===== src/rtl/controle_varredura_pwm_pkg.sv =====
// Shared types and constants for the PWM width sweep sequencer.
// Holds state encodings, position codes and counter sizing helpers.
package controle_varredura_pwm_pkg;

  typedef enum logic [1:0] {
    PARADO = 2'b00,
    ARMADO = 2'b01,
    ATIVO  = 2'b10
  } estado_t;

  localparam logic [1:0] POS_00 = 2'b00;
  localparam logic [1:0] POS_01 = 2'b01;
  localparam logic [1:0] POS_10 = 2'b10;
  localparam logic [1:0] POS_11 = 2'b11;

  function automatic int cont_w(input int m);
    return (m > 1) ? $clog2(m) : 1;
  endfunction

  // Ping-pong step: ends bounce instead of wrapping.
  function automatic logic [2:0] proximo(
    input logic [1:0] larg,
    input logic       desc
  );
    logic [1:0] n;
    logic       s;
    n = desc ? larg - 2'd1 : larg + 2'd1;
    s = desc ? (n != POS_00) : (n == POS_11);
    return {s, n};
  endfunction

endpackage


===== src/rtl/controle_varredura_pwm_contador.sv =====
// Modulo-M counter with synchronous clear and count enable.
// fim flags the terminal count M-1.
import controle_varredura_pwm_pkg::*;

module contador_m #(
  parameter int M = 4
) (
  input  logic clock,
  input  logic reset,
  input  logic zera,
  input  logic conta,
  output logic fim
);

  localparam int W = cont_w(M);
  localparam logic [W-1:0] ULT = W'(M - 1);

  logic [W-1:0] valor_q;

  assign fim = (valor_q == ULT);

  always_ff @(posedge clock) begin
    if (reset || zera) begin
      valor_q <= '0;
    end else if (conta) begin
      valor_q <= fim ? '0 : valor_q + W'(1);
    end
  end

endmodule


===== src/rtl/controle_varredura_pwm.sv =====
// Sweeps the PWM width select back and forth, one step per
// PERIODOS_POR_PASSO PWM periods, aligned to period boundaries.
import controle_varredura_pwm_pkg::*;

module controle_varredura_pwm #(
  parameter int CONF_PERIODO       = 1250,
  parameter int PERIODOS_POR_PASSO = 4
) (
  input  logic       clock,
  input  logic       reset,
  input  logic       ligar,
  output logic [1:0] largura,
  output logic       sentido,
  output logic       fim_posicao,
  output logic [1:0] db_estado
);

  estado_t    state_q, state_d;
  logic [1:0] largura_q;
  logic       sentido_q;
  logic       fim_q;
  logic       fim_clk;
  logic       fim_per;
  logic       avanca;
  logic [2:0] prox;

  // Period counter free-runs to stay in phase with the PWM generator.
  contador_m #(.M(CONF_PERIODO)) u_cnt_clk (
    .clock (clock),
    .reset (reset),
    .zera  (1'b0),
    .conta (1'b1),
    .fim   (fim_clk)
  );

  contador_m #(.M(PERIODOS_POR_PASSO)) u_cnt_per (
    .clock (clock),
    .reset (reset),
    .zera  (state_q != ATIVO),
    .conta ((state_q == ATIVO) && fim_clk),
    .fim   (fim_per)
  );

  always_comb begin
    state_d = state_q;
    avanca  = 1'b0;
    unique case (state_q)
      PARADO: begin
        if (ligar) state_d = ARMADO;
      end
      ARMADO: begin
        if (!ligar)       state_d = PARADO;
        else if (fim_clk) state_d = ATIVO;
      end
      ATIVO: begin
        if (!ligar)                  state_d = PARADO;
        else if (fim_clk && fim_per) avanca  = 1'b1;
      end
      default: state_d = PARADO;
    endcase
  end

  assign prox = proximo(largura_q, sentido_q);

  always_ff @(posedge clock) begin
    if (reset) begin
      state_q   <= PARADO;
      largura_q <= POS_00;
      sentido_q <= 1'b0;
      fim_q     <= 1'b0;
    end else begin
      state_q <= state_d;
      fim_q   <= avanca;
      if (avanca) begin
        largura_q <= prox[1:0];
        sentido_q <= prox[2];
      end
    end
  end

  assign largura     = largura_q;
  assign sentido     = sentido_q;
  assign fim_posicao = fim_q;
  assign db_estado   = state_q;

endmodule


===== config.mk =====
export PLATFORM = sky130hd
export DESIGN_NAME = controle_varredura_pwm
export DESIGN_NICKNAME = d
export VERILOG_FILES = /design/src/rtl/controle_varredura_pwm_pkg.sv /design/src/rtl/controle_varredura_pwm_contador.sv /design/src/rtl/controle_varredura_pwm.sv
export SDC_FILE = /design/constraint.sdc
export NUM_CORES = 1
export LEC_CHECK = 0
export BUFFER_PORTS_ARGS = -buffer_cell sky130_fd_sc_hd__buf_2
export CAP_MARGIN = 40
export CORE_MARGIN = 2
export CORE_UTILIZATION = 50
export CTS_CLUSTER_DIAMETER = 60
export DETAILED_ROUTE_END_ITERATION = 6
export HOLD_SLACK_MARGIN = 0.02
export PLACE_DENSITY_LB_ADDON = 0.25
export SLEW_MARGIN = 10
export SYNTH_ARGS = -nofsm -noshare
export SYNTH_HDL_FRONTEND = slang
export SYNTH_HIERARCHICAL = 1
export SYNTH_SLANG_ARGS = --single-unit

===== constraint.sdc =====
create_clock -name clock -period 5.1 [get_ports clock]
set_clock_uncertainty 0.15 [all_clocks]
set_input_delay 0.51 -clock clock [delete_from_list [all_inputs] [get_ports clock]]
set_output_delay 0.51 -clock clock [all_outputs]
set_load 0.1 [all_outputs]

Yosys cells after proc, flatten, opt, wreduce, memory -nomap -nowiden
Cells that the tools add are included. Widths: inputs -> output; s select.

Reduce and logical (&&, ||, !) cells: 7. Multiplexer cells: 11. Add/subtract/negate cells: 4. Equality and inequality tests: 9.

Operators by type and width (number): $mux 2 (6); $add 11x1->11 const B (1); $eq 11x11->1 const B (1); $eq 2x2->1 const B (3); $ne 2x2->1 const B (3); $pmux 2 s3 (1); $add 2x1->2 const B (2); $mux 1 (4); $ne 3x3->1 const B (1); $reduce_and 3->1 (1); $eq 2x1->1 const B (1); $logic_and 1x1->1 (2); $logic_not 2->1 (1); $reduce_bool 2->1 (1); $reduce_or 2->1 (1); $sub 2x1->2 const B (1); $logic_or 1x1->1 (1).

Logic and storage cells: 37. Input port bits: 3. Output and inout port bits: 6. Register bits after elaboration: 19.

Longest topological paths before layout
Gate-level depths: netlist (run 1).

Depth in word-level cells: 5. Gate-level depth with buffers: 8. Mapped depth without buffers: 8.

Hierarchy
The synthesis (run 1) kept the hierarchy.

Modules (own cells, without submodules): contador_m at u_cnt_clk (area each 560.5 µm², cells each 61, seq. area each 220.2 µm², times used 1); controle_varredura_pwm (area each 271.5 µm², cells each 30, seq. area each 120.1 µm², times used 1); contador_m at u_cnt_per (area each 95.1 µm², cells each 8, seq. area each 40.0 µm², times used 1).

Worst setup path before layout (run 1)
Ideal clock, no wire load.

Path type: register to register. Start point: reg u_cnt_clk.valor_q[0]. End point: reg u_cnt_per.valor_q[0]. Data required time: 4.871 ns. Arrival time: 1.840 ns. Period minus slack after synthesis: 2.069 ns. Buffers on the path: 0. Stages on the path, launching flop included: 8. Library setup time: 0.079 ns. Slack: 3.031 ns. Cell sequence: dfxtp_1 -> ha_1 -> nor4bb_1 -> and3_1 -> nand3b_4 -> inv_1 -> or3b_1 -> a211oi_2.

Cells in the longest elaborated chain, start to end: 2.

Ends and longest elaborated chain: start: declaration (RTL line controle_varredura_pwm_contador.sv:18) `logic [W-1:0] valor_q;`; start signal: assignment (RTL line controle_varredura_pwm_contador.sv:26) `valor_q <= fim ? '0 : valor_q + W'(1);`; $eq 11x11->1 (RTL line controle_varredura_pwm_contador.sv:20) `assign fim = (valor_q == ULT);`; named net fim_clk (RTL line controle_varredura_pwm.sv:22) `logic fim_clk;`; $logic_and 1x1->1 (RTL line controle_varredura_pwm.sv:40) `.conta ((state_q == ATIVO) && fim_clk),`; end signal: assignment (RTL line controle_varredura_pwm_contador.sv:26); end: declaration (RTL line controle_varredura_pwm_contador.sv:18).

The timed path passes the listed nets, and every way through them passes these cells. A chain may end at the register's enable or synchronous reset.

Worst setup path after layout (run 1)
Ends and elaborated chain as after synthesis.

==> results of run 1 <==
[flip-flops by register name, summed over array words and instances, names as in the netlist, named ones only]
signal             flops
u_cnt_clk/valor_q     11
db_estado              2
largura                2
u_cnt_per/valor_q      2
fim_posicao            1
[final cells by class]
class | instances | area, um2 | area share
multi-input cells | 72 | 512 | 0.505
flip-flops and latches | 19 | 380 | 0.375
clock buffers | 3 | 22.5 | 0.0222
clock inverters | 1 | 5.00 | 0.00494
inverters | 6 | 22.5 | 0.0222
repair buffers | 8 | 40.0 | 0.0395
well taps | 25 | 31.3 | 0.0309
[report_power, final]
group	internal, mW	total, mW	switching (mW)
Clock	0.0291	0.0723	0.0432
Combinational	0.00473	0.0197	0.0149
Sequential	0.150	0.152	0.00215
Total	0.184	0.244	0.0603
[Yosys cell counts (2+ instances only)]
library cell,n,area [um2]
a211oi_1,2,15.0
a21oi_1,3,15.0
and3_1,2,12.5
conb_1,2,7.51
dfxtp_1,19,380
ha_1,3,37.5
inv_1,6,22.5
nand2_1,5,18.8
nand2b_1,2,12.5
nand3_1,2,10.0
nand4_1,4,25.0
nor2_1,12,45.0
nor3_1,4,20.0
o21ai_0,3,15.0
or4_1,2,15.0
xnor2_1,6,52.6
xor2_1,5,43.8
[worst reg2reg max path: stages, from the launching register on]
cell and delay (ns):
dfxtp_1 0.43, ha_1 0.18, nor4bb_1 0.34, and3_1 0.31, nand3b_4 0.13, inv_1 0.11, or3b_1 0.37, a211oi_2 0.18
[metal layers]
metal | share of wire | vias to the layer above | GRT usage | routed length [um]
li1 | - | 363 | - | -
met1 | 0.48 | 327 | 0.192 | 674
met2 | 0.49 | 6 | 0.236 | 696
met3 | 0.023 | 2 | 0.0500 | 32
met4 | 0.0092 | 0 | 0.0889 | 13
met5 | 0 | - | 0 | 0
[path summary, 6_finish.rpt]
kind / slack (ns) / end / from / cells after the start
setup / recovery: 2.84 / u_cnt_per/valor_q[0] / u_cnt_clk/valor_q[0] / 7
hold / removal: 0.33 / largura[1] / reset / 2
setup reg to reg: 2.84 / u_cnt_per/valor_q[0] / u_cnt_clk/valor_q[0] / 7
hold reg to reg: 0.37 / db_estado[0] / db_estado[0] / 1
[cells by family after synthesis]
logic type	share of synthesized area
compound gates	0.0769
xor+xnor	0.104
fa+ha+maj	0.0405
buf+inv	0.0378
flops	0.410
mux	0.0108
other cells	0.00810
simple gates	0.312
[per-stage QoR]
stage,cells,power [mW],hold WS [ns],worst slack (ns)
after floorplan,99,0.172,0.326,3.03
after global placement,130,0.175,0.347,2.95
after detailed placement,130,0.175,0.365,2.85
after CTS,134,0.251,0.316,2.82
after global routing,134,0.260,0.334,2.65
final,134,0.244,0.331,2.84
==> flow_metrics.py, run 1 <==
metrics = {
    "status": {
        "outcome": "completed",
    },
    "drt": {
        "route.detailed.drc": 0,
        "first_pass_iters": 4,
        "first_iter_violations": 5,
        "vias_per_cell": 5.21,
        "drt-total-wl_um": 1420,
        "vias": 698,
        "ant_nets": 0,
        "post_drt_wl_per_cell_um": 10.6,
    },
    "setup_path": {
        "crit_fanout": 8,
        "crit_slowest_cell": "dfxtp_1",
        "end_kind": "flop",
        "crit_arrival_ns": 2.32,
        "cpLargestDelayFamily": "simple AND/OR/NAND/NOR gates",
        "path_cells": "ha_1, nor4bb_1, and3_1, nand3b_4, inv_1, or3b_1, a211oi_2",
        "crit_buf_inv": 1,
        "worstSetupPathType": "flop to flop",
        "critPathLaunchType": "flop",
        "cpPeakStageDelay_ns": 0.43,
        "worstPathRequired_ns": 5.16,
    },
    "finish": {
        "synthToLayoutAreaGrowth_pct": 9.31,
        "fin_util": 0.587,
        "layout.nets": 116,
        "final_cell_mix": "dfxtp_1, nor2_1, buf_2",
        "fillCellCount": 165,
        "design_area_um2": 1010,
        "layout-drive-gt1-share": 0.183,
        "final_common_cell": "dfxtp_1",
        "antennaDiodeCount": 0,
    },
    "synthesis": {
        "synthCells": 99,
        "ys_async_sr_fraction": 0,
        "synth-edff-count": 0,
        "ys_seq_area_frac": 0.410,
        "syn_nets": 105,
        "yosysUniqueCellTypes": 34,
        "syn_area_um2": 927,
        "synth_seq_cells": 19,
        "avgSynthCellArea_um2": 9.37,
        "yosys_most_used_dff": "dfxtp_1",
        "yosysWarnings": 6,
    },
    "global_route": {
        "grt_pass1_vias": 558,
        "antenna_found_initial": 0,
        "gr-usage-all-layers": 0.155,
        "overflow": 0,
        "grt_pass1_wl_um": 2350,
        "grt_max_degree": 12,
    },
    "clocking": {
        "numClockSinks": 19,
        "insertion_delay_ns": 0.29,
        "root_buffer": "clkbuf_4",
        "hold_buffers": 0,
        "cts_tree": "built",
        "post_cts_buffers": 0,
        "path_clk_slew_ns": 0.10,
        "cts.path.max_buffers": 2,
        "cts_made_buffers": 3,
        "htree_num_levels": 1,
        "cts_resized": 0,
    },
    "timing": {
        "grt_setup_unrepaired": "no",
        "maxSlewViolCount": 0,
        "finalCritPeriodShare": 0.443,
        "fin_tns_setup_ns": 0,
        "finalCriticalPeriod_ns": 2.26,
        "setup_violations": 0,
        "final-hold-violation-count": 0,
        "max_freq_ghz": 0.442,
    },
    "placement": {
        "portBuffers": 8,
        "gp_congestion": 0.769,
        "postPlaceCellArea_um2": 986,
        "hpwlAfterDp_um": 1060,
    },
    "floorplan": {
        "design.core.area_um2": 1730,
        "dieWidth_um": 47.1,
        "die_h_um": 47.1,
        "dieArea_um2": 2210,
        "io_pins": 9,
        "start_util": 0.537,
        "fp-row-count": 15,
    },
    "power": {
        "power_leakage_nw": 0.399,
        "power_density_nw_per_um2": 241,
        "ir_drop_mv": 0.124,
    },
    "hold_path": {
        "min_path_type": "input port to flop",
    },
    "flow_run": {
        "maxCapViolations": 0,
    },
}
(Power assumes the default switching activity.)
==> inputs of run 2 (changes only) <==
clock period = 1.82 ns   (was 5.1 ns; I/O delays follow)
==> flow_metrics.py, run 2 (synthesis gave the netlist of run 1 again) <==
metrics = {
    "power": {
        "pwr-share-clk": 0.297,
        "power_leakage_nw": 0.491,
        "p_sw_uw": 178,
        "p_comb_frac": 0.094,
        "ir_drop_mv": 0.458,
        "seqPwrFrac": 0.609,
        "power.internal_uw": 523,
        "switching_share": 0.254,
        "power_density_nw_per_um2": 584,
    },
    "placement": {
        "gp_congestion": 0.739,
        "dp.cells": 143,
        "portBuffers": 8,
        "hpwlAfterDp_um": 1310,
        "post-place-ws_ns": -0.126,
        "postPlaceCellArea_um2": 1110,
    },
    "drt": {
        "ant_nets": 0,
        "first_iter_violations": 9,
        "first_pass_iters": 4,
        "drt-total-wl_um": 1780,
        "vias_per_cell": 5.14,
        "post_drt_wl_per_cell_um": 11.7,
        "vias": 782,
        "route.detailed.drc": 0,
    },
    "floorplan": {
        "die_h_um": 47.1,
        "start_util": 0.537,
        "io_pins": 9,
        "dieArea_um2": 2210,
        "dieWidth_um": 47.1,
        "design.core.area_um2": 1730,
        "fp-row-count": 15,
    },
    "finish": {
        "layout.nets": 134,
        "final_cell_mix": "buf_4, dfxtp_1, nor2_1",
        "synthToLayoutAreaGrowth_pct": 29.6,
        "final_cells": 152,
        "antennaDiodeCount": 0,
        "layout-drive-gt1-share": 0.378,
        "largest_reg_flops": 11,
        "top_register": "u_cnt_clk/valor_q",
        "design_area_um2": 1200,
        "final_common_cell": "buf_4",
    },
    "timing": {
        "finalCriticalPeriod_ns": 1.89,
        "maxSlewViolCount": 0,
        "max_freq_ghz": 0.528,
        "grt_setup_unrepaired": "yes",
        "setup_violations": 4,
        "finalCritPeriodShare": 1.04,
        "timing.hold.ws_ns": 0.325,
        "fin_ws_ns": -0.0747,
        "fin_tns_setup_ns": -0.209,
        "final-hold-violation-count": 0,
    },
    "setup_path": {
        "end_kind": "flop",
        "startpoint": "u_cnt_clk/valor_q[1]",
        "path_cells": "inv_2, ha_4, nor4bb_4, and3_4, nand3b_4, or4_1, a31oi_1",
        "crit_fanout": 5,
        "critPathLaunchType": "flop",
        "r2r_cells": 7,
        "reg2reg_slack_ns": -0.07,
        "worstSetupPathType": "flop to flop",
        "r2r-start": "u_cnt_clk/valor_q[1]",
        "cpPeakStageDelay_ns": 0.48,
        "worstPathRequired_ns": 1.89,
        "crit_arrival_ns": 1.97,
        "crit_slowest_cell": "or4_1",
    },
    "global_route": {
        "grt_pass1_wl_um": 2930,
        "antenna_found_initial": 0,
        "overflow": 0,
        "gr-usage-all-layers": 0.191,
        "grt_max_degree": 12,
        "grt_pass1_vias": 718,
    },
    "clocking": {
        "htree_num_levels": 1,
        "cts_made_buffers": 3,
        "insertion_delay_ns": 0.29,
        "numClockSinks": 19,
        "path_clk_slew_ns": 0.11,
        "cts.path.max_buffers": 2,
        "root_buffer": "clkbuf_4",
        "cts_tree": "built",
    },
    "status": {
        "violations": "setup timing",
        "outcome": "complete, but fails checks",
    },
    "hold_path": {
        "min_path_type": "flop to flop",
        "holdPathStages": 1,
    },
    "flow_run": {
        "maxCapViolations": 0,
    },
}
## run 2: cell count changes in the layout (fill, tap and decap cells not counted), moves of 2 or more
cell           before  now
inv_2               0    2
inv_1               6    4
dfxtp_1            19   13
buf_4               0   16
dlygate4sd3_1       0    2
dfxtp_2             0    6
## run 2: through the flow
| stage | total power [mW] | util |
|---|---|---|
| floorplan | 0.484 | - |
| global placement | 0.495 | 0.645 |
| detailed placement | 0.497 | 0.645 |
| CTS | 0.711 | 0.685 |
| global route | 0.732 | 0.696 |
| finish | 0.701 | 0.696 |
## run 2: layout make-up
type,count,area [um2]
fill,154,526
timing repair buffer,26,180
inverter,6,22.5
clock buffer,3,22.5
clock inverter,1,5.00
tap,25,31.3
multi-input combinational,72,552
sequential,19,388
## run 2: power groups by stage
stage | Clock, mW | Sequential (mW) | Combinational (mW)
global route | 0.232 | 0.429 | 0.0718
global placement | 0 | 0.436 | 0.0597
detailed placement | 0 | 0.436 | 0.0609
finish | 0.209 | 0.427 | 0.0656
CTS | 0.218 | 0.427 | 0.0657
floorplan | 0 | 0.460 | 0.0233
## run 2: worst max-delay path, delay by kind of cell (launching register included)
kind | cells | cell delay [ns]
simple gates | 4 | 1.03
buf+inv | 1 | 0.05
flops | 1 | 0.34
compound gates | 1 | 0.15
fa+ha+maj | 1 | 0.11
## run 2: layer usage
layer	share of wire	track usage	up-vias
met4	0.020	0.117	0
met3	0.022	0.0346	4
met1	0.41	0.207	372
met5	0	0	-
li1	-	-	397
met2	0.55	0.342	9
## run 2: what timing repair did
item / in CTS / in global routing
pin swaps: 3 / 4
gates resized for setup: 2 / 2
hold endpoints to repair: 7 / 0
setup endpoints to repair: 4 / 4
buffers inserted: 1 / 2
gates cloned: 0 / 0
hold buffers: 2 / 0
## run 2: worst min-delay path by stage
| stage | slack (ns) | startpoint | to |
|---|---|---|---|
| 6_report | 0.33 | db_estado[0] | db_estado[0] |
| 5_1_grt | 0.37 | db_estado[1] | db_estado[0] |
| 4_1_cts | 0.33 | db_estado[0] | db_estado[0] |
| 3_3_place_gp | 0.30 | reset | u_cnt_per/valor_q[0] |
| 2_1_floorplan | 0.09 | reset | largura[0] |
| 3_5_place_dp | 0.31 | reset | largura[1] |
